<file path="config.mk">
export PLATFORM = sky130hd
export DESIGN_NAME = inst_prefetch_buffer
export DESIGN_NICKNAME = d
export VERILOG_FILES = /design/src/rtl/inst_prefetch_buffer.sv
export SDC_FILE = /design/constraint.sdc
export NUM_CORES = 1
export LEC_CHECK = 0
export ABC_AREA = 1
export CAP_MARGIN = 25
export CELL_PAD_IN_SITES_DETAIL_PLACEMENT = 1
export CELL_PAD_IN_SITES_GLOBAL_PLACEMENT = 2
export CORE_ASPECT_RATIO = 0.75
export CORE_UTILIZATION = 32
export CTS_BUF_LIST = sky130_fd_sc_hd__clkbuf_2 sky130_fd_sc_hd__clkbuf_4 sky130_fd_sc_hd__clkbuf_8
export DETAILED_ROUTE_END_ITERATION = 12
export PLACE_DENSITY_LB_ADDON = 0.1
export SKIP_CTS_REPAIR_TIMING = 1
export SYNTH_ARGS = -nofsm -noshare
export SYNTH_HDL_FRONTEND = slang
export SYNTH_SLANG_ARGS = --single-unit
</file>
<file path="constraint.sdc">
create_clock -name clk -period 4 [get_ports clk]
set_input_delay 1.2 -clock clk [delete_from_list [all_inputs] [get_ports clk]]
set_output_delay 1.2 -clock clk [all_outputs]
set_load 0.05 [all_outputs]
</file>
<file path="src/rtl/inst_prefetch_buffer.sv">
// DEPTH-entry instruction prefetch FIFO between fetch and decode.
// The head entry is presented show-ahead and sliced into MIPS R/I/J fields.
module inst_prefetch_buffer #(
    parameter int DATA_W = 32,
    parameter int PC_W   = 32,
    parameter int DEPTH  = 4
) (
    input  logic                       clk,
    input  logic                       rst_n,
    input  logic                       flush,
    input  logic                       in_valid,
    output logic                       in_ready,
    input  logic [DATA_W-1:0]          in_inst,
    input  logic [PC_W-1:0]            in_pc,
    output logic                       out_valid,
    input  logic                       out_ready,
    output logic [DATA_W-1:0]          out_inst,
    output logic [PC_W-1:0]            out_pc,
    output logic [5:0]                 opcode,
    output logic [4:0]                 rs,
    output logic [4:0]                 rt,
    output logic [4:0]                 rd,
    output logic [4:0]                 shamt,
    output logic [5:0]                 funct,
    output logic [15:0]                imm,
    output logic [25:0]                target,
    output logic [$clog2(DEPTH):0]     count
);

    localparam int PTR_W = $clog2(DEPTH);
    localparam int CNT_W = PTR_W + 1;
    localparam logic [CNT_W-1:0] DEPTH_C = CNT_W'(DEPTH);

    logic [DATA_W-1:0] inst_mem [DEPTH];
    logic [PC_W-1:0]   pc_mem   [DEPTH];

    logic [PTR_W-1:0] rd_ptr_q, rd_ptr_d;
    logic [PTR_W-1:0] wr_ptr_q, wr_ptr_d;
    logic [CNT_W-1:0] count_q, count_d;
    logic             push;
    logic             pop;

    // Handshakes: a transfer happens on an edge where valid && ready are both
    // high; flush overrides both sides and the presented word is dropped.
    assign in_ready  = (count_q < DEPTH_C);
    assign out_valid = (count_q != '0);
    assign push      = in_valid && in_ready && !flush;
    assign pop       = out_valid && out_ready && !flush;
    assign count     = count_q;

    always_comb begin
        rd_ptr_d = rd_ptr_q;
        wr_ptr_d = wr_ptr_q;
        count_d  = count_q;
        if (flush) begin
            rd_ptr_d = '0;
            wr_ptr_d = '0;
            count_d  = '0;
        end else begin
            if (push) wr_ptr_d = wr_ptr_q + 1'b1;
            if (pop)  rd_ptr_d = rd_ptr_q + 1'b1;
            case ({push, pop})
                2'b10:   count_d = count_q + 1'b1;
                2'b01:   count_d = count_q - 1'b1;
                default: count_d = count_q;
            endcase
        end
    end

    always_ff @(posedge clk or negedge rst_n) begin
        if (!rst_n) begin
            rd_ptr_q <= '0;
            wr_ptr_q <= '0;
            count_q  <= '0;
        end else begin
            rd_ptr_q <= rd_ptr_d;
            wr_ptr_q <= wr_ptr_d;
            count_q  <= count_d;
        end
    end

    // Storage needs no reset: it is only observed while count says valid.
    always_ff @(posedge clk) begin
        if (push) begin
            inst_mem[wr_ptr_q] <= in_inst;
            pc_mem[wr_ptr_q]   <= in_pc;
        end
    end

    // An empty buffer presents all zeros, which decodes as sll $0,$0,0.
    assign out_inst = out_valid ? inst_mem[rd_ptr_q] : '0;
    assign out_pc   = out_valid ? pc_mem[rd_ptr_q]   : '0;

    assign opcode = out_inst[31:26];
    assign rs     = out_inst[25:21];
    assign rt     = out_inst[20:16];
    assign rd     = out_inst[15:11];
    assign shamt  = out_inst[10:6];
    assign funct  = out_inst[5:0];
    assign imm    = out_inst[15:0];
    assign target = out_inst[25:0];

endmodule

</file>
Yosys cells after proc, flatten, opt, wreduce, memory -nomap -nowiden
Memories as Yosys holds them, arrays and structs flattened.
Index checks and enable logic that the tools add are counted.
{ "word_totals": {"n_memories": 2, "regBits": 7, "wordCells": 31, "in_bits": 69, "mem_bits_rw": 256} }
{ "memory_table": {"columns": ["memory", "words", "width", "rd", "rd_ports_with_merged_regs", "wr", "line_no", "rtl"], "rows": [
  ["inst_mem", 4, 32, 1, 0, 1, "34", "logic [DATA_W-1:0] inst_mem [DEPTH];"],
  ["pc_mem", 4, 32, 1, 0, 1, "35", "logic [PC_W-1:0] pc_mem [DEPTH];"]
]} }
{ "classes": {"addsub": 4, "n_reduce_logical": 9, "n_lt_le_gt_ge": 1, "n_eq_ne": 2, "muxes": 10} }
{ "op_table": {"columns": ["op", "count"], "rows": [
  ["32-bit two-way mux", 2],
  ["2-bit two-way mux", 4],
  ["3-bit case mux with 2 select lines", 1],
  ["3-bit nonzero test", 2],
  ["2-bit by 1-bit adder with 2-bit output (second input constant)", 2],
  ["1-bit logical AND", 4],
  ["2-bit nonzero test", 2],
  ["3-bit by 1-bit adder with 3-bit output (second input constant)", 1],
  ["3-bit less-than comparator (second input constant)", 1],
  ["3-bit two-way mux", 1],
  ["3-bit by 1-bit subtractor with 3-bit output (second input constant)", 1],
  ["2-bit by 1-bit equality test with 1-bit output (second input constant)", 1],
  ["2-bit equality test (second input constant)", 1],
  ["1-bit two-way mux", 2],
  ["1-bit logical NOT", 1]
]} }

Longest topological paths before layout
{ "depth": {"word_depth": 6, "mapped_depth": 9, "depth_no_buf": 9} }

Least setup slack after synthesis
OpenSTA, ideal clock, no wires.
{ "synth_timing": {"path_kind": "input port to flip-flop", "start": "input port flush", "end": "memory inst_mem[0][0] (enable)", "arrival_ps": 4175, "setup_slack_ps": -662, "required_time_ps": 3513, "n_path_buf": 0, "path_stages": 3, "cell_sequence": "inv_1 nand3_1 nor2_1"} }
{ "synth_between": {"elab_chain_cells": 4} }
{ "synth_lines": {"columns": ["item", "line_no", "rtl"], "rows": [
  ["from (decl)", "10", "input logic flush,"],
  ["1-bit logical NOT", "47", "assign push = in_valid && in_ready && !flush;"],
  ["1-bit logical AND", "47", null],
  ["1-bit two-way mux", "84", "if (push) begin"],
  ["1-bit two-way mux (not written as such)", "85", "inst_mem[wr_ptr_q] <= in_inst;"],
  ["to (decl)", "34", null]
]} }
Every way passes these cells.

Worst setup path in the final report
{ "layout_timing": {"start": "register rd_ptr_q[0]", "end": "output port funct[0]"} }
{ "layout_between": {"elab_chain_cells": 2} }
{ "layout_lines": {"columns": ["item", "line_no", "rtl"], "rows": [
  ["from (decl)", "37", "logic [PTR_W-1:0] rd_ptr_q, rd_ptr_d;"],
  ["from (signal assigned)", "76", "rd_ptr_q <= rd_ptr_d;"],
  ["memory 4 x 32 bit", null, null],
  ["32-bit two-way mux", "91", "assign out_inst = out_valid ? inst_mem[rd_ptr_q] : '0;"],
  ["to (decl)", "24", "output logic [5:0] funct,"]
]} }
Every way passes these cells.

==> flow_metrics.tcl <==
set metrics [dict create \
    initialDrtViolationCount 240 \
    yosysSeqAreaShare 0.716 \
    grt_pass1_wl_microns 42800 \
    reg2reg_slack_ps 1990 \
    finalCritPeriodShare 0.940 \
    grt-ovfl-total 0 \
    synthMuxAreaShare 0 \
    crit_fanout 32 \
    hold_viol 0 \
    drive_above_1_share 0.218 \
    cp_top_family "buffers and inverters" \
    first_pass_iters 4 \
    drtAntennaViolNets 0 \
    min_period_ps 3760 \
    place_area_sq_um 12800 \
    synth.top_cell.area_share 0.700 \
    final_nets 1122 \
    critPathCaptureType "output pin" \
    skew_ps 14.8 \
    synth_simple_gate_area_frac 0.0990 \
    path_class "reg -> out" \
    cts_tree "built" \
    worstReg2RegEnd "pc_mem[3][7]" \
    yosysWarnings 0 \
    ys_seq_elements 263 \
    viasPerCell 4.59 \
    antenna_found_initial 2 \
    cts_buffers 44 \
    port-buffer-count 211 \
    synth.avg_cell_area_sq_um 12.3 \
    holdPathStages 1 \
    netlist_area_sq_um 11000 \
    place_ws_ps 581 \
    min_to "wr_ptr_q[0]" \
    crit_path_top_delay_cell "dfrtp_4" \
    slowest_delay_ps 620 \
    setup_viol 0 \
    coreArea_sq_um 33700 \
    r2r-start "count[2]" \
    worst_pin_slew_ps 666 \
    synth_nets 968 \
    max-slew-margin-rel 0.556 \
    ys_top_cells_by_area "edfxtp_1 70%, nor2_1 9.0%, buf_4 5.2%" \
    clock-sinks 263 \
    tns_ps 0 \
    dp.cells 1452 \
    status "finished, final reports clean" \
    die_area_sq_um 35100 \
    synth_top_cell_by_area "edfxtp_1" \
    wl_per_cell_microns 18.4 \
    critPathMostFrequentCell "buf_4" \
    cts-root-buf "clkbuf_8" \
    start_util 0.326 \
    grtUsageTotal 0.160 \
    synth.distinct_cells 23 \
    crit_required_ps 2800 \
    grt_max_degree 73 \
    crit_buf_inv 3 \
    synth_top_family_by_area "simple AND/OR/NAND/NOR gates" \
    io_pins 212 \
    instances_no_fill 1530 \
    clock_tree.buffer_depth 3 \
    hp-class "reg -> reg" \
    worstHoldStart "wr_ptr_q[0]" \
    maxSlewViolCount 0 \
    die_y_microns 162 \
    area_delta_synth_final_pct 24.0 \
    vias 7021 \
    diodes 0 \
    hpwl_microns 16100 \
    synth_xor_area_frac 0 \
    crit_arrival_ps 2560 \
    ctsHtreeMaxLevel 2 \
    clkTransAtPathRegs_ps 60 \
    r2r_cells 4 \
    num_rows 58 \
    dieWidth_microns 216 \
    routed_wl_microns 28100 \
    startpoint_type "flip-flop" \
    synthAdderAreaFrac 0.00638 \
    rsz0062_at_grt "false" \
    insertion_delay_ps 570 \
    crit_chain "clkinv_2 -> buf_4 -> o21ai_0 -> a21oi_1 -> buf_4" \
    final_area_sq_um 13600 \
    first_global_vias 7233 \
    synthCells 894 \
    synth_compound_area_frac 0.0922 \
    maxCapViolations 0 \
    drc 0 \
    max_freq_mhz 266 \
    gp_congestion 0.697 \
    setup_slack_ps 238 \
]
## cells in the final DEF, fill, tap and decap left out, types with 2 or more instances in the layout
| cell | count |
|---|---|
| nor2_1 | 260 |
| nand2_1 | 13 |
| dfrtp_1 | 5 |
| o21ai_1 | 62 |
| a21oi_1 | 65 |
| nand3_1 | 5 |
| clkbuf_4 | 14 |
| buf_12 | 14 |
| o21ai_0 | 71 |
| clkbuf_8 | 46 |
| nor2_4 | 4 |
| ha_1 | 4 |
| edfxtp_1 | 256 |
| clkdlybuf4s50_1 | 73 |
| buf_4 | 144 |
| inv_2 | 3 |
| clkinv_2 | 2 |
| inv_1 | 13 |
| clkinv_1 | 16 |
## state kept, by name, summed over array words and instances, names as in the netlist
register and cells:
wr_ptr_q 2, inst_mem 128, count 3, rd_ptr_q 2, pc_mem 128
## per-stage QoR
stage / hold slack (ps) / utilization
global route: 625 / 0.404
global placement: 560 / 0.380
CTS: 571 / 0.404
detailed placement: 562 / 0.380
floorplan: 515 / -
finish: 569 / 0.404
## Yosys cell counts (all sizes together)
| library cell | instances |
|---|---|
| nor2 | 264 |
| edfxtp | 256 |
| o21ai | 133 |
| buf | 110 |
| a21oi | 67 |
| inv | 17 |
| clkbuf | 14 |
| nand2 | 14 |
| dfrtp | 7 |
| nand3 | 6 |
| ha | 4 |
| fa | 1 |
| nand4 | 1 |
## metal layers
| metal | part of all wire | vias to the layer above | routed length, microns | global-route usage |
|---|---|---|---|---|
| li1 | - | 3361 | - | - |
| met4 | 0.017 | 4 | 481 | 0.0480 |
| met5 | 0.00085 | - | 24 | 0 |
| met3 | 0.058 | 42 | 1620 | 0.0446 |
| met2 | 0.45 | 167 | 12600 | 0.251 |
| met1 | 0.47 | 3447 | 13300 | 0.216 |
## logic make-up (layout without fill, tap and decap cells)
logic type / after synthesis / in the layout
flops: 263 / 263
fa+ha+maj: 5 / 5
simple gates: 285 / 285
compound gates: 200 / 200
buf+inv: 141 / 327
## final cells by class
| class | count | area, sq um |
|---|---|---|
| clock buffers | 60 | 738 |
| repair buffers | 232 | 2100 |
| flip-flops and latches | 263 | 7870 |
| well taps | 450 | 563 |
| fillers | 3580 | 20100 |
| clock inverters | 18 | 73.8 |
| inverters | 17 | 65.1 |
| multi-input cells | 490 | 2200 |
## worst max-delay path by stage
| stage | from | to | slack (ps) | cells past startpoint |
|---|---|---|---|---|
| after global placement | flush | pc_mem[3][19] | 650 | 5 |
| after detailed placement | flush | pc_mem[3][19] | 580 | 5 |
| after floorplan | flush | inst_mem[0][0] | -660 | 3 |
| after global routing | rd_ptr_q[0] | imm[6] | 10 | 6 |
| final | rd_ptr_q[0] | funct[0] | 240 | 5 |
| after CTS | rd_ptr_q[0] | out_inst[2] | 4 | 6 |
## worst register-to-register path, cell delays in order (launching register included)
cell     delay (ps)
dfrtp_1         440
inv_2           140
nand3_1         360
nor2_4          520
buf_12          250
Power is left out: the tool's default activity adds up to more than one toggle a clock period on the data nets, which glitch-free logic cannot reach.
